==> config.mk <==
export PLATFORM = sky130hd
export DESIGN_NAME = axi_rd_arbiter_flat
export DESIGN_NICKNAME = d
export VERILOG_FILES = /design/src/rtl/axi_rd_arbiter_pkg.sv /design/src/rtl/axi_rd_arbiter_if.sv /design/src/rtl/axi_rd_track.sv /design/src/rtl/axi_rd_arbiter.sv /design/src/flat_wrapper.sv
export SDC_FILE = /design/constraint.sdc
export NUM_CORES = 1
export LEC_CHECK = 0
export ABC_AREA = 1
export ABC_CLOCK_PERIOD_IN_PS = 3700
export BUFFER_PORTS_ARGS = -buffer_cell sky130_fd_sc_hd__buf_2
export CORE_UTILIZATION = 30
export DETAILED_ROUTE_END_ITERATION = 8
export PLACE_DENSITY_LB_ADDON = 0.25
export SLEW_MARGIN = 20
export SYNTH_ARGS = -nofsm -noshare
export SYNTH_HDL_FRONTEND = slang
export SYNTH_SLANG_ARGS = --single-unit
==> constraint.sdc <==
create_clock -name aclk -period 3.7 [get_ports aclk]
set_clock_uncertainty 0.15 [all_clocks]
set_input_delay 0.74 -clock aclk [delete_from_list [all_inputs] [get_ports aclk]]
set_output_delay 0.74 -clock aclk [all_outputs]
set_load 0.02 [all_outputs]
==> src/rtl/axi_rd_arbiter_pkg.sv <==
// Shared constants and types for the AXI read arbiter between icache and dcache.
package axi_rd_arbiter_pkg;

  localparam logic [1:0] BURST_INCR   = 2'b01;
  localparam logic [2:0] SIZE_WORD    = 3'b010;
  localparam logic [2:0] RD_TYPE_LINE = 3'b100;
  localparam logic [3:0] ID_ICACHE    = 4'd0;
  localparam logic [3:0] ID_DCACHE    = 4'd1;

  typedef enum logic {
    A_IDLE = 1'b0,
    A_SEND = 1'b1
  } ar_state_e;

  // Line bursts are always word-sized; single beats carry their own size.
  function automatic logic [2:0] rd_arsize(input logic [2:0] rd_type);
    return (rd_type == RD_TYPE_LINE) ? SIZE_WORD : {1'b0, rd_type[1:0]};
  endfunction

endpackage

==> src/rtl/axi_rd_arbiter_if.sv <==
// Cache-side request/return signals, write-hazard inputs and the AXI AR/R channel.
interface axi_rd_arbiter_if;

  logic        icache_rd_req;
  logic [2:0]  icache_rd_type;
  logic [31:0] icache_rd_addr;
  logic        icache_rd_rdy;
  logic        icache_ret_valid;
  logic        icache_ret_last;
  logic [31:0] icache_ret_data;

  logic        dcache_rd_req;
  logic [2:0]  dcache_rd_type;
  logic [31:0] dcache_rd_addr;
  logic        dcache_rd_rdy;
  logic        dcache_ret_valid;
  logic        dcache_ret_last;
  logic [31:0] dcache_ret_data;

  logic        wr_pending;
  logic [31:0] wr_pend_addr;

  logic [3:0]  arid;
  logic [31:0] araddr;
  logic [7:0]  arlen;
  logic [2:0]  arsize;
  logic [1:0]  arburst;
  logic [1:0]  arlock;
  logic [3:0]  arcache;
  logic [2:0]  arprot;
  logic        arvalid;
  logic        arready;

  logic [3:0]  rid;
  logic [31:0] rdata;
  logic [1:0]  rresp;
  logic        rlast;
  logic        rvalid;
  logic        rready;
  logic        rd_err;

  modport master (
    input  icache_rd_req, icache_rd_type, icache_rd_addr,
    output icache_rd_rdy, icache_ret_valid, icache_ret_last, icache_ret_data,
    input  dcache_rd_req, dcache_rd_type, dcache_rd_addr,
    output dcache_rd_rdy, dcache_ret_valid, dcache_ret_last, dcache_ret_data,
    input  wr_pending, wr_pend_addr,
    output arid, araddr, arlen, arsize, arburst, arlock, arcache, arprot, arvalid,
    input  arready,
    input  rid, rdata, rresp, rlast, rvalid,
    output rready, rd_err
  );

  modport slave (
    output icache_rd_req, icache_rd_type, icache_rd_addr,
    input  icache_rd_rdy, icache_ret_valid, icache_ret_last, icache_ret_data,
    output dcache_rd_req, dcache_rd_type, dcache_rd_addr,
    input  dcache_rd_rdy, dcache_ret_valid, dcache_ret_last, dcache_ret_data,
    output wr_pending, wr_pend_addr,
    input  arid, araddr, arlen, arsize, arburst, arlock, arcache, arprot, arvalid,
    output arready,
    output rid, rdata, rresp, rlast, rvalid,
    input  rready, rd_err
  );

endinterface

==> src/rtl/axi_rd_track.sv <==
// Per-ID read tracker: outstanding flag, expected burst length, beat count and protocol checks.
module axi_rd_track (
  input  logic       aclk,
  input  logic       reset,
  input  logic       i_set,
  input  logic [7:0] i_arlen,
  input  logic       i_beat,
  input  logic       i_rlast,
  input  logic       i_rresp_err,
  output logic       o_out,
  output logic       o_ret_valid,
  output logic       o_ret_last,
  output logic       o_err
);

  logic       r_out;
  logic [7:0] r_arlen;
  logic [7:0] r_cnt;
  logic       w_hit;
  logic       w_len_err;

  assign w_hit       = i_beat & r_out;
  assign w_len_err   = i_rlast ? (r_cnt != r_arlen) : (r_cnt == r_arlen);
  assign o_out       = r_out;
  assign o_ret_valid = w_hit;
  assign o_ret_last  = w_hit & i_rlast;
  // A beat for an idle ID is dropped and flagged; delivered beats are checked for length and response.
  assign o_err       = (i_beat & ~r_out) | (w_hit & (i_rresp_err | w_len_err));

  always_ff @(posedge aclk) begin
    if (reset) begin
      r_out   <= 1'b0;
      r_arlen <= 8'd0;
      r_cnt   <= 8'd0;
    end else if (i_set) begin
      r_out   <= 1'b1;
      r_arlen <= i_arlen;
      r_cnt   <= 8'd0;
    end else if (w_hit) begin
      if (i_rlast) begin
        r_out <= 1'b0;
        r_cnt <= 8'd0;
      end else begin
        r_cnt <= r_cnt + 8'd1;
      end
    end
  end

endmodule

==> src/rtl/axi_rd_arbiter.sv <==
// Shares one AXI read channel between icache (index 0) and dcache (index 1),
// one outstanding read per requester, with write-hazard blocking and R-path checks.
module axi_rd_arbiter
  import axi_rd_arbiter_pkg::*;
#(
  parameter int unsigned LINE_BEATS = 4,
  parameter logic [3:0]  ICACHE_ID  = ID_ICACHE,
  parameter logic [3:0]  DCACHE_ID  = ID_DCACHE
) (
  input  logic             aclk,
  input  logic             reset,
  axi_rd_arbiter_if.master bus
);

  localparam int unsigned LSB      = $clog2(LINE_BEATS * 4);
  localparam logic [7:0]  LINE_LEN = 8'(LINE_BEATS - 1);

  ar_state_e   r_state;
  ar_state_e   w_state_next;
  logic        r_last_grant_d;
  logic [3:0]  r_arid;
  logic [31:0] r_araddr;
  logic [7:0]  r_arlen;
  logic [2:0]  r_arsize;
  logic        r_rd_err;

  logic [1:0]  w_req, w_haz, w_elig, w_grant, w_out, w_beat, w_set;
  logic [1:0]  w_ret_valid, w_ret_last, w_err;
  logic [31:0] w_addr [2];
  logic [2:0]  w_type [2];
  logic [3:0]  w_id   [2];
  logic        w_sel;
  logic        w_ar_done;
  logic        w_bad_id;
  logic        w_unused_bits;

  assign w_req     = {bus.dcache_rd_req, bus.icache_rd_req};
  assign w_addr[0] = bus.icache_rd_addr;
  assign w_addr[1] = bus.dcache_rd_addr;
  assign w_type[0] = bus.icache_rd_type;
  assign w_type[1] = bus.dcache_rd_type;
  assign w_id[0]   = ICACHE_ID;
  assign w_id[1]   = DCACHE_ID;

  assign w_ar_done     = (r_state == A_SEND) & bus.arready;
  assign w_bad_id      = bus.rvalid & (bus.rid != ICACHE_ID) & (bus.rid != DCACHE_ID);
  assign w_unused_bits = &{1'b0, bus.wr_pend_addr[LSB-1:0]};

  genvar gi;
  generate
    for (gi = 0; gi < 2; gi++) begin : g_req
      assign w_haz[gi]  = bus.wr_pending &
                          (bus.wr_pend_addr[31:LSB] == w_addr[gi][31:LSB]);
      assign w_elig[gi] = w_req[gi] & ~w_out[gi] & ~w_haz[gi];
      assign w_beat[gi] = bus.rvalid & (bus.rid == w_id[gi]);
      assign w_set[gi]  = w_ar_done & (r_arid == w_id[gi]);

      axi_rd_track u_track (
        .aclk        (aclk),
        .reset       (reset),
        .i_set       (w_set[gi]),
        .i_arlen     (r_arlen),
        .i_beat      (w_beat[gi]),
        .i_rlast     (bus.rlast),
        .i_rresp_err (|bus.rresp),
        .o_out       (w_out[gi]),
        .o_ret_valid (w_ret_valid[gi]),
        .o_ret_last  (w_ret_last[gi]),
        .o_err       (w_err[gi])
      );
    end
  endgenerate

  // On a tie the requester that did not win last time goes first.
  assign w_grant[1] = w_elig[1] & (~w_elig[0] | ~r_last_grant_d);
  assign w_grant[0] = w_elig[0] & ~w_grant[1];
  assign w_sel      = w_grant[1];

  always_ff @(posedge aclk) begin
    if (reset) begin
      r_state <= A_IDLE;
    end else begin
      r_state <= w_state_next;
    end
  end

  always_comb begin
    w_state_next = r_state;
    case (r_state)
      A_IDLE:  if (|w_grant) w_state_next = A_SEND;
      A_SEND:  if (bus.arready) w_state_next = A_IDLE;
      default: w_state_next = A_IDLE;
    endcase
  end

  always_comb begin
    bus.arvalid          = (r_state == A_SEND);
    bus.icache_rd_rdy    = (r_state == A_IDLE) & w_grant[0];
    bus.dcache_rd_rdy    = (r_state == A_IDLE) & w_grant[1];
    bus.arid             = r_arid;
    bus.araddr           = r_araddr;
    bus.arlen            = r_arlen;
    bus.arsize           = r_arsize;
    bus.arburst          = BURST_INCR;
    bus.arlock           = 2'b00;
    bus.arcache          = 4'b0000;
    bus.arprot           = 3'b000;
    bus.rready           = 1'b1;
    bus.rd_err           = r_rd_err;
    bus.icache_ret_valid = w_ret_valid[0];
    bus.icache_ret_last  = w_ret_last[0];
    bus.icache_ret_data  = bus.rdata;
    bus.dcache_ret_valid = w_ret_valid[1];
    bus.dcache_ret_last  = w_ret_last[1];
    bus.dcache_ret_data  = bus.rdata;
  end

  always_ff @(posedge aclk) begin
    if (reset) begin
      r_arid         <= 4'd0;
      r_araddr       <= 32'd0;
      r_arlen        <= 8'd0;
      r_arsize       <= SIZE_WORD;
      r_last_grant_d <= 1'b0;
    end else if ((r_state == A_IDLE) && (|w_grant)) begin
      r_arid         <= w_id[w_sel];
      r_araddr       <= w_addr[w_sel];
      r_arlen        <= (w_type[w_sel] == RD_TYPE_LINE) ? LINE_LEN : 8'd0;
      r_arsize       <= rd_arsize(w_type[w_sel]);
      r_last_grant_d <= w_sel;
    end
  end

  always_ff @(posedge aclk) begin
    if (reset) begin
      r_rd_err <= 1'b0;
    end else if (w_bad_id || (|w_err)) begin
      r_rd_err <= 1'b1;
    end
  end

endmodule

==> src/flat_wrapper.sv <==
// flat-port wrapper written by rule: the top's interface ports become plain ports
module axi_rd_arbiter_flat import axi_rd_arbiter_pkg::*;
#(
  parameter int unsigned LINE_BEATS = 4,
  parameter logic [3:0]  ICACHE_ID  = ID_ICACHE,
  parameter logic [3:0]  DCACHE_ID  = ID_DCACHE
)
  (aclk, reset, bus_icache_rd_req, bus_icache_rd_type, bus_icache_rd_addr, bus_icache_rd_rdy, bus_icache_ret_valid, bus_icache_ret_last, bus_icache_ret_data, bus_dcache_rd_req, bus_dcache_rd_type, bus_dcache_rd_addr, bus_dcache_rd_rdy, bus_dcache_ret_valid, bus_dcache_ret_last, bus_dcache_ret_data, bus_wr_pending, bus_wr_pend_addr, bus_arid, bus_araddr, bus_arlen, bus_arsize, bus_arburst, bus_arlock, bus_arcache, bus_arprot, bus_arvalid, bus_arready, bus_rid, bus_rdata, bus_rresp, bus_rlast, bus_rvalid, bus_rready, bus_rd_err);
  axi_rd_arbiter_if bus_i ();
  input  logic aclk;
  input  logic reset;
  input wire logic [$bits(bus_i.icache_rd_req)-1:0] bus_icache_rd_req;
  input wire logic [$bits(bus_i.icache_rd_type)-1:0] bus_icache_rd_type;
  input wire logic [$bits(bus_i.icache_rd_addr)-1:0] bus_icache_rd_addr;
  output wire logic [$bits(bus_i.icache_rd_rdy)-1:0] bus_icache_rd_rdy;
  output wire logic [$bits(bus_i.icache_ret_valid)-1:0] bus_icache_ret_valid;
  output wire logic [$bits(bus_i.icache_ret_last)-1:0] bus_icache_ret_last;
  output wire logic [$bits(bus_i.icache_ret_data)-1:0] bus_icache_ret_data;
  input wire logic [$bits(bus_i.dcache_rd_req)-1:0] bus_dcache_rd_req;
  input wire logic [$bits(bus_i.dcache_rd_type)-1:0] bus_dcache_rd_type;
  input wire logic [$bits(bus_i.dcache_rd_addr)-1:0] bus_dcache_rd_addr;
  output wire logic [$bits(bus_i.dcache_rd_rdy)-1:0] bus_dcache_rd_rdy;
  output wire logic [$bits(bus_i.dcache_ret_valid)-1:0] bus_dcache_ret_valid;
  output wire logic [$bits(bus_i.dcache_ret_last)-1:0] bus_dcache_ret_last;
  output wire logic [$bits(bus_i.dcache_ret_data)-1:0] bus_dcache_ret_data;
  input wire logic [$bits(bus_i.wr_pending)-1:0] bus_wr_pending;
  input wire logic [$bits(bus_i.wr_pend_addr)-1:0] bus_wr_pend_addr;
  output wire logic [$bits(bus_i.arid)-1:0] bus_arid;
  output wire logic [$bits(bus_i.araddr)-1:0] bus_araddr;
  output wire logic [$bits(bus_i.arlen)-1:0] bus_arlen;
  output wire logic [$bits(bus_i.arsize)-1:0] bus_arsize;
  output wire logic [$bits(bus_i.arburst)-1:0] bus_arburst;
  output wire logic [$bits(bus_i.arlock)-1:0] bus_arlock;
  output wire logic [$bits(bus_i.arcache)-1:0] bus_arcache;
  output wire logic [$bits(bus_i.arprot)-1:0] bus_arprot;
  output wire logic [$bits(bus_i.arvalid)-1:0] bus_arvalid;
  input wire logic [$bits(bus_i.arready)-1:0] bus_arready;
  input wire logic [$bits(bus_i.rid)-1:0] bus_rid;
  input wire logic [$bits(bus_i.rdata)-1:0] bus_rdata;
  input wire logic [$bits(bus_i.rresp)-1:0] bus_rresp;
  input wire logic [$bits(bus_i.rlast)-1:0] bus_rlast;
  input wire logic [$bits(bus_i.rvalid)-1:0] bus_rvalid;
  output wire logic [$bits(bus_i.rready)-1:0] bus_rready;
  output wire logic [$bits(bus_i.rd_err)-1:0] bus_rd_err;
  assign bus_i.icache_rd_req = bus_icache_rd_req;
  assign bus_i.icache_rd_type = bus_icache_rd_type;
  assign bus_i.icache_rd_addr = bus_icache_rd_addr;
  assign bus_icache_rd_rdy = bus_i.icache_rd_rdy;
  assign bus_icache_ret_valid = bus_i.icache_ret_valid;
  assign bus_icache_ret_last = bus_i.icache_ret_last;
  assign bus_icache_ret_data = bus_i.icache_ret_data;
  assign bus_i.dcache_rd_req = bus_dcache_rd_req;
  assign bus_i.dcache_rd_type = bus_dcache_rd_type;
  assign bus_i.dcache_rd_addr = bus_dcache_rd_addr;
  assign bus_dcache_rd_rdy = bus_i.dcache_rd_rdy;
  assign bus_dcache_ret_valid = bus_i.dcache_ret_valid;
  assign bus_dcache_ret_last = bus_i.dcache_ret_last;
  assign bus_dcache_ret_data = bus_i.dcache_ret_data;
  assign bus_i.wr_pending = bus_wr_pending;
  assign bus_i.wr_pend_addr = bus_wr_pend_addr;
  assign bus_arid = bus_i.arid;
  assign bus_araddr = bus_i.araddr;
  assign bus_arlen = bus_i.arlen;
  assign bus_arsize = bus_i.arsize;
  assign bus_arburst = bus_i.arburst;
  assign bus_arlock = bus_i.arlock;
  assign bus_arcache = bus_i.arcache;
  assign bus_arprot = bus_i.arprot;
  assign bus_arvalid = bus_i.arvalid;
  assign bus_i.arready = bus_arready;
  assign bus_i.rid = bus_rid;
  assign bus_i.rdata = bus_rdata;
  assign bus_i.rresp = bus_rresp;
  assign bus_i.rlast = bus_rlast;
  assign bus_i.rvalid = bus_rvalid;
  assign bus_rready = bus_i.rready;
  assign bus_rd_err = bus_i.rd_err;
  axi_rd_arbiter #(.LINE_BEATS(LINE_BEATS), .ICACHE_ID(ICACHE_ID), .DCACHE_ID(DCACHE_ID)) u_core (.aclk(aclk), .reset(reset), .bus(bus_i));
endmodule
# Word level (Yosys, flattened, before mapping)
# Index checks and enable logic that the tools add are counted.
dict set report word_totals {
  input_bits 148
  word_cells 104
  reg_bits 84
  out_inout_bits 131
}
dict set report classes {
  add_sub_neg 2
  n_eq_ne 10
  magnitude_cmp 1
  n_reduce_logical 16
  bitwise 39
  mux 23
}
# operator n
set ops {}
lappend ops {{$mux W32} 3}
lappend ops {{$eq A28 B28 Y1} 2}
lappend ops {{$and A1 B1 Y1} 25}
lappend ops {{$add A8 B1 Y8 const B} 2}
lappend ops {{$eq A8 B8 Y1} 2}
lappend ops {{$mux W8} 2}
lappend ops {{$ne A8 B8 Y1} 2}
lappend ops {{$mux W1} 10}
lappend ops {{$reduce_or A2 Y1} 5}
lappend ops {{$mux W3} 3}
lappend ops {{$eq A4 B1 Y1 const B} 2}
lappend ops {{$logic_not A4 Y1} 2}
lappend ops {{$mux W4} 2}
lappend ops {{$not A1 Y1} 8}
lappend ops {{$reduce_bool A2 Y1} 4}
lappend ops {{$or A1 B1 Y1} 5}
lappend ops {{$mux W2} 2}
lappend ops {{$ne A4 B1 Y1 const B} 1}
lappend ops {{$reduce_and A2 Y1} 2}
lappend ops {{$reduce_bool A4 Y1} 1}
lappend ops {{$eq A3 B3 Y1 const B} 1}
lappend ops {{$ge A2 B2 Y1 const B} 1}
lappend ops {{$not A1 Y2} 1}
lappend ops {{$pmux W1 S2} 1}
lappend ops {{other kinds (2)} 2}

# Logic depth before layout (Yosys ltp)
# Gate-level depths: netlist of run 1.
dict set report logic_depth {
  word_depth 13
  ltp_mapped 18
  ltp_nobuf 17
}

# Hierarchy
# A second synthesis of run 1 with hierarchy kept.
dict set report unflattened {
  hier_cells 927
  hier_area_um2 5703.0
}
# mod seq_area_each_um2 instances area_per_inst_um2 cells_per_inst
set by_module_without_submodules {}
lappend by_module_without_submodules {axi_rd_arbiter 760.7 1 3991.3 681}
lappend by_module_without_submodules {axi_rd_track 340.3 2 855.8 123}

# Least setup slack after synthesis of run 1
# No wires, ideal clock.
dict set report synth_path {
  path_type {input to output}
  startpoint {input bus_wr_pend_addr[27]}
  endpoint {output bus_icache_rd_rdy}
  path_buffers 1
  t_required_ns 2.810
  path_stages 13
  arrival_ns 2.134
  slack_ns 0.676
  cell_sequence {inv_1 > nand2_1 > o21ai_1 > nor2_1 > nand2_1 > nor2_1 > nand2_1 > nor2_1 > nor2_2 > nand2_4 > inv_2 > buf_2 > nor3_1}
}
dict set report synth_via {
  elab_chain_cells 10
  elab_cells_between_ends 14
  classes_between {eq/ne (2); bitwise (12)}
}
# item line
set synth_lines {}
lappend synth_lines {{start, declared} flat_wrapper.sv:27} ;# input wire logic [$bits(bus_i.wr_pend_addr)-1:0] bus_wr_pend_addr;
lappend synth_lines {{$eq A28 B28 Y1} axi_rd_arbiter.sv:53} ;# (bus.wr_pend_addr[31:LSB] == w_addr[gi][31:LSB]);
lappend synth_lines {{$and A1 B1 Y1} axi_rd_arbiter.sv:52} ;# assign w_haz[gi] = bus.wr_pending &
lappend synth_lines {{$not A1 Y1} axi_rd_arbiter.sv:54} ;# assign w_elig[gi] = w_req[gi] & ~w_out[gi] & ~w_haz[gi];
lappend synth_lines {{$and A1 B1 Y1} axi_rd_arbiter.sv:54}
lappend synth_lines {{$not A1 Y1} axi_rd_arbiter.sv:75} ;# assign w_grant[1] = w_elig[1] & (~w_elig[0] | ~r_last_grant_d);
lappend synth_lines {{$or A1 B1 Y1} axi_rd_arbiter.sv:75}
lappend synth_lines {{$and A1 B1 Y1} axi_rd_arbiter.sv:75}
lappend synth_lines {{$not A1 Y1} axi_rd_arbiter.sv:76} ;# assign w_grant[0] = w_elig[0] & ~w_grant[1];
lappend synth_lines {{$and A1 B1 Y1 *} axi_rd_arbiter.sv:76}
lappend synth_lines {{$and A1 B1 Y1 *} axi_rd_arbiter.sv:98} ;# bus.icache_rd_rdy = (r_state == A_IDLE) & w_grant[0];
lappend synth_lines {{end, declared} flat_wrapper.sv:15} ;# output wire logic [$bits(bus_i.icache_rd_rdy)-1:0] bus_icache_rd_rdy;
# Every way passes the cells marked *; elsewhere a longest branch is shown, timed or not.

# Worst setup path after layout of run 1
# Ends and elaborated chain as after synthesis.

==> flow_summary.json, run 1 <==
{
  "fin_cells": 1113,
  "ys_seq_area_share_pct": 23.8,
  "finalSetupViolCount": 0,
  "core_um2": 15900,
  "clock-root-buffer": "clkbuf_16",
  "drive_gt1_share_pct": 23.9,
  "port_buffers": 156,
  "gp_congestion": 0.815,
  "die_h_um": 129,
  "min_period_ns": 3.29,
  "hp-class": "register to register",
  "p_leak_uw": 0.00317,
  "dp.cells": 1097,
  "htree_levels": 3,
  "clkPwrFrac_pct": 37.4,
  "intPower_uw": 1340,
  "fin_crit_sh_pct": 88.8,
  "start_util_pct": 30.6,
  "cts_tree": "built",
  "wl_per_cell_um": 12.1,
  "io_pins": 279,
  "die_w_um": 129,
  "fmax_ghz": 0.304,
  "layout_common_cells": "nand2_1 (249), buf_2 (156), inv_1 (152), nor2_1 (66), dfxtp_1 (58)",
  "worst_ep_arrival_time_ns": 2.40,
  "mappedNetlistArea_um2": 4870,
  "ctsLongestPathBuffers": 2,
  "ir_drop_v": 0.000202,
  "drc_errors": 0,
  "setup_tns_ns": 0,
  "hold_viol_final": 0,
  "fin_nets": 1042,
  "cts_sinks": 58,
  "yosysUniqueCellTypes": 37,
  "grt_overflow": 0,
  "post_cts_resized": 0,
  "maxCapViolCount": 0,
  "cp_max_fo": 10,
  "synth-async-reset-ratio_pct": 0,
  "fill_cells": 1835,
  "cts_buffers": 9,
  "die_area_um2": 16700,
  "path_clk_slew_ns": 0.05,
  "synthCells": 806,
  "wl_um": 13500,
  "cts_hold_buf": 0,
  "antenna_found_initial": 0,
  "postSynthAreaPerCell_um2": 6.04,
  "status": "finished clean",
  "vias_per_cell": 4.10,
  "p_sw_share_pct": 34.2,
  "p_sw_uw": 698,
  "power_density_nw_per_um2": 372,
  "insertion_delay_ns": 0.33,
  "antennaDiodeCount": 0,
  "post-dp-hpwl_um": 10300,
  "grt_pass1_vias": 4246,
  "slew_violations": 0,
  "vias": 4564,
  "grt_max_degree": 38,
  "place_area_um2": 5220,
  "seqPwrFrac_pct": 34.7,
  "rsz0062_at_grt": "false",
  "first_pass_iters": 4,
  "drtIter0Drc": 133,
  "ys_seq_elements": 58,
  "crit_type": "input port to primary output",
  "synth_flop_cell": "dfxtp_1",
  "layout_commonest_cell": "nand2_1",
  "combPwrFrac_pct": 28.0,
  "cp-start-kind": "input port",
  "cts_setup_buffers": 0,
  "synth_warnings": 0,
  "synth-edff-count": 0,
  "grt_first_pass_wirelength_um": 20800,
  "critPathCaptureType": "primary output",
  "core.rowCount": 46,
  "grtUsageTotal_pct": 16.5,
  "finalInstanceArea_um2": 5480,
  "syn2layout_area_growth_pct": 12.6,
  "ant_nets": 0,
  "critical_path_required_ns": 2.81
}
==> state kept, by name, summed over array words and instances, names as in the netlist <==
signal / count
u_core.g_req.u_track.o_out: 2
u_core.bus.arsize: 2
u_core.bus.arid: 1
u_core.bus.arlen: 1
u_core.bus.araddr: 32
u_core.g_req.u_track.r_cnt: 16
u_core.g_req.u_track.r_arlen: 2
u_core.bus.arvalid: 1
u_core.bus.rd_err: 1
==> final cells by class <==
class / count / area, um2 / share of cell area (%)
clock inverters: 3 / 15.0 / 0.274
flip-flops and latches: 58 / 1160 / 21.2
well taps: 216 / 270 / 4.93
clock buffers: 13 / 250 / 4.56
multi-input cells: 501 / 2360 / 43.1
repair buffers: 159 / 803 / 14.7
inverters: 163 / 619 / 11.3
==> through the flow <==
stage	utilization (%)	worst slack [ns]	power, uW	hold slack (ns)
after CTS	34.5	0.404	2080	0.317
after detailed placement	32.8	0.411	1300	0.303
final	34.5	0.413	2040	0.312
after floorplan	-	0.676	1230	0.288
after global placement	32.8	0.401	1300	0.302
after global routing	34.5	0.245	2170	0.357
==> cell families after synthesis <==
kind of cell / count (synthesis) / synth area share [%]
flops: 58 / 23.8
other cells: 2 / 0.154
fa+ha+maj: 2 / 0.514
xor+xnor: 15 / 2.70
simple gates: 380 / 34.7
buf+inv: 267 / 29.1
compound gates: 82 / 8.94
==> worst paths after layout <==
kind / cells after the start / from / to / slack [ns]
worst max-delay path: 13 / bus_wr_pend_addr[27] / bus_icache_rd_rdy / 0.41
worst min-delay path: 2 / u_core.bus.arsize[1]$_SDFFE_PP1P_ / u_core.bus.arsize[1]$_SDFFE_PP1P_ / 0.31
worst max register to register: 10 / u_core.g_req[1].u_track.o_out$_SDFFE_PP0P_ / u_core.bus.araddr[10]$_SDFFE_PP0P_ / 1.68
worst min register to register: 2 / u_core.bus.arsize[1]$_SDFFE_PP1P_ / u_core.bus.arsize[1]$_SDFFE_PP1P_ / 0.31
==> power groups by stage <==
stage	Sequential [uW]	Clock [uW]	Combinational, uW
floorplan	777	0	454
global placement	719	0	577
detailed placement	720	0	579
CTS	707	791	581
global route	712	812	649
finish	706	761	570
==> Yosys cell counts, types with 6 or more instances <==
cell | instances | area [um2]
nand3_1 | 17 | 85.1
a21oi_1 | 48 | 240
dfxtp_1 | 58 | 1160
o21ai_0 | 14 | 70.1
nor3_1 | 8 | 40.0
buf_2 | 6 | 30.0
nor2_1 | 66 | 248
nand3_2 | 28 | 280
xor2_1 | 7 | 61.3
o21ai_1 | 11 | 55.1
inv_2 | 7 | 26.3
buf_4 | 88 | 661
nand2_1 | 249 | 935
xnor2_1 | 8 | 70.1
inv_1 | 152 | 571
==> metal layers <==
metal | global-route usage (%) | routed length [um] | up-vias
met3 | 5.78 | 1040 | 26
li1 | - | - | 2464
met1 | 18.9 | 5950 | 1941
met2 | 28.0 | 6150 | 133
met5 | 0 | 0 | -
met4 | 6.51 | 311 | 0
==> worst max-delay path, cell delays in order <==
cell and delay [ns]:
buf_2 0.10, inv_1 0.12, o21ai_0 0.10, nor2_1 0.09, nand2_1 0.07, nor2_1 0.14
nand2_1 0.06, nor2_1 0.20, nor2_2 0.11, nand2_4 0.16, inv_2 0.06, nor3_1 0.22
buf_2 0.22
Power figures use the tool's default switching activity.
==> run 2: changes to the inputs <==
==> constraint.sdc (replaced) <==
create_clock -name aclk -period 3.7 [get_ports aclk]
set_clock_uncertainty 0.15 [all_clocks]
set_input_delay 0.185 -clock aclk [delete_from_list [all_inputs] [get_ports aclk]]
set_output_delay 0.185 -clock aclk [all_outputs]
set_load 0.02 [all_outputs]
==> run 2 against run 1 <==
- non-clock buffer count grew 5
- sequential power is essentially flat
- die area is the same
- sequential share of layout area shrank 0.22 points
- critical path depth grew 5
- largest power group unchanged
==> flow_summary.json, run 2 (synthesis results as in run 1) <==
{
  "hp-class": "input port to register",
  "ir_drop_v": 0.000203,
  "drc_errors": 0,
  "drive_gt1_share_pct": 23.9,
  "cts_sinks": 58,
  "wl_um": 13700,
  "insertion_delay_ns": 0.33,
  "p_leak_uw": 0.00320,
  "core_um2": 15900,
  "slew_violations": 0,
  "die_area_um2": 16700,
  "antenna_found_initial": 1,
  "finalSetupViolCount": 0,
  "port_buffers": 156,
  "rsz0062_at_grt": "false",
  "io_pins": 279,
  "min_period_ns": 2.59,
  "cts_buffers": 9,
  "die_w_um": 129,
  "hold-worst-slack_ns": 0.0124,
  "grt_overflow": 0,
  "layout_setup_ws_ns": 1.11,
  "cts_setup_buffers": 0,
  "power_density_nw_per_um2": 374,
  "ctsLongestPathBuffers": 2,
  "die_h_um": 129,
  "worstRegToRegCells": 11,
  "syn2layout_area_growth_pct": 13.8,
  "htree_levels": 3,
  "setup_tns_ns": 0,
  "min_path_cells": 5,
  "relSlewSlack_pct": 64.4,
  "cp-start-kind": "input port",
  "core.rowCount": 46,
  "crit_type": "input port to register",
  "post-dp-hpwl_um": 10400,
  "grt_pass1_vias": 4333,
  "critical_path_required_ns": 3.78,
  "clock-root-buffer": "clkbuf_16",
  "vias": 4594,
  "start_util_pct": 30.6,
  "ant_nets": 0,
  "antennaDiodeCount": 0,
  "hold_viol_final": 0,
  "wl_per_cell_um": 12.2,
  "fin_crit_sh_pct": 70.1,
  "grt_max_degree": 38,
  "fmax_ghz": 0.386,
  "cts_tree": "built",
  "maxCapViolCount": 0,
  "pre_cts_slack_ns": 1.20,
  "layout_commonest_cell": "nand2_1",
  "critPathCaptureType": "register",
  "gp_congestion": 0.809,
  "vias_per_cell": 4.11,
  "drtIter0Drc": 166,
  "max_slew.worst_pin.slew_ns": 0.533,
  "layout_common_cells": "nand2_1 (249), buf_2 (156), inv_1 (152), nor2_1 (66), dfxtp_1 (58)",
  "grtUsageTotal_pct": 17.0,
  "reg2reg_slack_ns": 1.17,
  "status": "finished clean",
  "worst_ep_arrival_time_ns": 2.67,
  "first_pass_iters": 4,
  "cp_max_fo": 37,
  "path_clk_slew_ns": 0.05,
  "fin_nets": 1047,
  "grt_first_pass_wirelength_um": 21600,
  "largest_reg_flops": 32,
  "fill_cells": 1846
}
[run 2: cell types whose count changed in the layout (fill, tap and decap cells not counted), sizes merged]
cell	before	now
dlygate4sd3	0	5
clkbuf	13	12
[run 2: critical path: stages]
cell and delay, ns:
buf_2 0.11, inv_1 0.06, nor2_1 0.04, nor2_1 0.08
nand2_1 0.08, nor2_1 0.11, nand2_1 0.06, nor2_1 0.11
nand2_1 0.13, nand3_2 0.14, nand2_4 0.13, nand2_4 0.12
nand2_8 0.20, inv_8 0.33, nand3_2 0.08, dlygate4sd3_1 0.56
nand2_1 0.06, inv_1 0.03
[run 2: power by group]
group / internal (uW) / total [uW] / switching [uW]
logic: 199 / 578 / 379
clock network: 482 / 787 / 305
registers: 678 / 706 / 28.3
[run 2: path summary, 6_finish.rpt]
path	startpoint	endpoint
max reg2reg	u_core.g_req[1].u_track.o_out$_SDFFE_PP0P_	u_core.bus.araddr[3]$_SDFFE_PP0P_
max	bus_icache_rd_addr[22]	u_core.bus.araddr[3]$_SDFFE_PP0P_
min	bus_icache_rd_addr[0]	u_core.bus.araddr[0]$_SDFFE_PP0P_
min reg2reg	u_core.g_req[1].u_track.r_arlen[0]$_SDFFE_PP0P_	u_core.g_req[1].u_track.r_arlen[0]$_SDFFE_PP0P_
[run 2: through the flow]
step | instances | instance area [um2] | util, % | total power (uW)
4_1_cts | 1117 | 5540 | 34.9 | 2110
3_5_place_dp | 1097 | 5220 | 32.8 | 1300
6_report | 1117 | 5540 | 34.9 | 2070
3_3_place_gp | 1097 | 5220 | 32.8 | 1300
5_1_grt | 1117 | 5540 | 34.9 | 2210
2_1_floorplan | 826 | 4940 | - | 1230
[run 2: area by class of cell]
type	count	area (um2)	share of cell area, %
clock buffer	12	256	4.63
clock inverter	3	15.0	0.271
inverter	163	619	11.2
multi-input combinational	501	2360	42.7
sequential	58	1160	21.0
tap	216	270	4.88
timing repair buffer	164	853	15.4
[run 2: repair_timing]
action                    CTS  global route
resized for setup           0             0
hold endpoints to repair    3             0
hold buffers                5             0
[run 2: layer usage]
layer  up-vias  wire length, um  global-route usage, %
met5         -               13                      0
met4         2              292                   7.06
met3        25              914                   5.04
met2       126             6190                   27.9
met1      1959             6250                   20.7
li1       2482                -                      -
==> run 3: changes to the inputs <==
- ABC_CLOCK_PERIOD_IN_PS: 3700 -> 2600
- clock period: 3.7 -> 2.6 ns (I/O delays scaled with it)
==> run 3 against run 2 <==
- die area unchanged
- global-route usage rose by 0.24 points
- design area increased by 12%
- clock power is 49% higher
- sequential power up 42%
- via count rose by 6.7%
- first-iteration DRC count up 0.60%
- power increased by 51%
- utilization rose by 4.3 points
- combinational power grew 65%
- worst hold slack better by 0.012 ns
- largest cell class unchanged
- largest power group unchanged
==> flow_summary.json, run 3 (synthesis results as in run 1) <==
{
  "post-dp-hpwl_um": 10400,
  "vias": 4903,
  "first_pass_iters": 4,
  "wl_per_cell_um": 11.9,
  "rsz0062_at_grt": "false",
  "start_util_pct": 30.6,
  "path_clk_slew_ns": 0.05,
  "hold-worst-slack_ns": 0.0244,
  "status": "finished clean",
  "core_um2": 15900,
  "layout_common_cells": "nand2_1 (249), buf_2 (156), inv_1 (152), dlygate4sd3_1 (66), nor2_1 (65)",
  "crit_type": "input port to register",
  "ir_drop_v": 0.000331,
  "layout_commonest_cell": "nand2_1",
  "hp-class": "input port to register",
  "crit_start": "bus_wr_pend_addr[30]",
  "worstRegToRegCells": 11,
  "grt_overflow": 0,
  "grt_first_pass_wirelength_um": 22000,
  "core.rowCount": 46,
  "die_h_um": 129,
  "fin_nets": 1111,
  "cts_buffers": 9,
  "cts_sinks": 58,
  "power_density_nw_per_um2": 503,
  "finalSetupViolCount": 0,
  "critPathCaptureType": "register",
  "fmax_ghz": 0.409,
  "setup_tns_ns": 0,
  "vias_per_cell": 4.15,
  "drc_errors": 0,
  "cts_setup_buffers": 0,
  "hold_path_startpoint": "bus_icache_rd_addr[7]",
  "insertion_delay_ns": 0.34,
  "worst_hold_path.endpoint": "u_core.bus.araddr[7]$_SDFFE_PP0P_",
  "htree_levels": 3,
  "critical_path_required_ns": 2.69,
  "die_area_um2": 16700,
  "reg2reg_slack_ns": 0.22,
  "cts_tree": "built",
  "cp-start-kind": "input port",
  "clock-root-buffer": "clkbuf_16",
  "grt_max_degree": 36,
  "min_path_cells": 5,
  "maxCapViolCount": 0,
  "drtIter0Drc": 167,
  "io_pins": 279,
  "ant_nets": 0,
  "port_buffers": 156,
  "ctsLongestPathBuffers": 2,
  "p_leak_uw": 0.00345,
  "min_period_ns": 2.44,
  "drive_gt1_share_pct": 22.8,
  "antennaDiodeCount": 0,
  "die_w_um": 129,
  "grtUsageTotal_pct": 17.3,
  "cp_max_fo": 35,
  "regToRegEndpoint": "u_core.bus.araddr[24]$_SDFFE_PP0P_",
  "hold_viol_final": 0,
  "antenna_found_initial": 1,
  "syn2layout_area_growth_pct": 27.8,
  "gp_congestion": 0.816,
  "slew_violations": 0,
  "fin_crit_sh_pct": 94.0,
  "wl_um": 14100,
  "grt_pass1_vias": 4505,
  "regToRegStartpoint": "u_core.g_req[0].u_track.o_out$_SDFFE_PP0P_",
  "worst_ep_arrival_time_ns": 2.53,
  "largest_reg_flops": 32
}
[run 3: timing repair]
action	in CTS	in global routing
resized for setup	0	2
setup endpoints to repair	0	30
hold buffers	66	0
hold endpoints to repair	36	0
[run 3: worst max-delay path, cell delays in order]
cell and delay, ns:
buf_2 0.12, xnor2_1 0.18, nand2_1 0.12, nor2_1 0.10, nand2_1 0.06, nor2_1 0.13, nand2_1 0.16, nand3_2 0.16
nand2_4 0.08, nand2_4 0.09, nand2_8 0.11, inv_8 0.27, nand3_1 0.11, dlygate4sd3_1 0.58, nand2_1 0.07, inv_1 0.03
[run 3: metrics by stage]
| step | util, % | instances | cell area [um2] | setup WS [ns] | total power, uW |
|---|---|---|---|---|---|
| after floorplan | - | 826 | 4940 | 0.794 | 1750 |
| after global placement | 33.0 | 1099 | 5250 | 0.289 | 1850 |
| after detailed placement | 33.0 | 1099 | 5250 | 0.287 | 1860 |
| after CTS | 39.0 | 1181 | 6190 | 0.0925 | 3170 |
| after global routing | 39.2 | 1182 | 6220 | 0.00591 | 3330 |
| final | 39.2 | 1182 | 6220 | 0.156 | 3130 |
[run 3: worst max path at each step]
stage,endpoint,slack (ns),depth (start not counted)
after global routing,u_core.bus.araddr[20]$_SDFFE_PP0P_,0.006,16
after global placement,u_core.bus.araddr[21]$_SDFFE_PP0P_,0.29,18
after CTS,u_core.bus.araddr[21]$_SDFFE_PP0P_,0.09,19
final,u_core.bus.araddr[10]$_SDFFE_PP0P_,0.16,16
after detailed placement,u_core.bus.araddr[21]$_SDFFE_PP0P_,0.29,18
after floorplan,u_core.g_req[0].u_track.r_cnt[5]$_SDFFE_PP0P_,0.79,7
[run 3: metal layers]
| metal | wire length [um] | vias to the layer above | global-route usage [%] | part of all wire [%] |
|---|---|---|---|---|
| li1 | - | 2607 | - | - |
| met4 | 286 | 2 | 6.30 | 2.0 |
| met2 | 6480 | 142 | 29.1 | 46 |
| met5 | 12 | - | 0 | 0.085 |
| met3 | 1230 | 28 | 6.73 | 8.8 |
| met1 | 6050 | 2124 | 19.7 | 43 |
[run 3: cell type report]
type,count,area (um2)
well taps,216,270
repair buffers,228,1520
multi-input cells,501,2370
fillers,1810,9660
clock inverters,6,57.6
inverters,163,619
flip-flops and latches,58,1160
clock buffers,10,229
[run 3: report_power, final]
group,internal (uW),switching (uW)
logic,394,562
clock network,734,438
registers,965,39.3
total,2090,1040
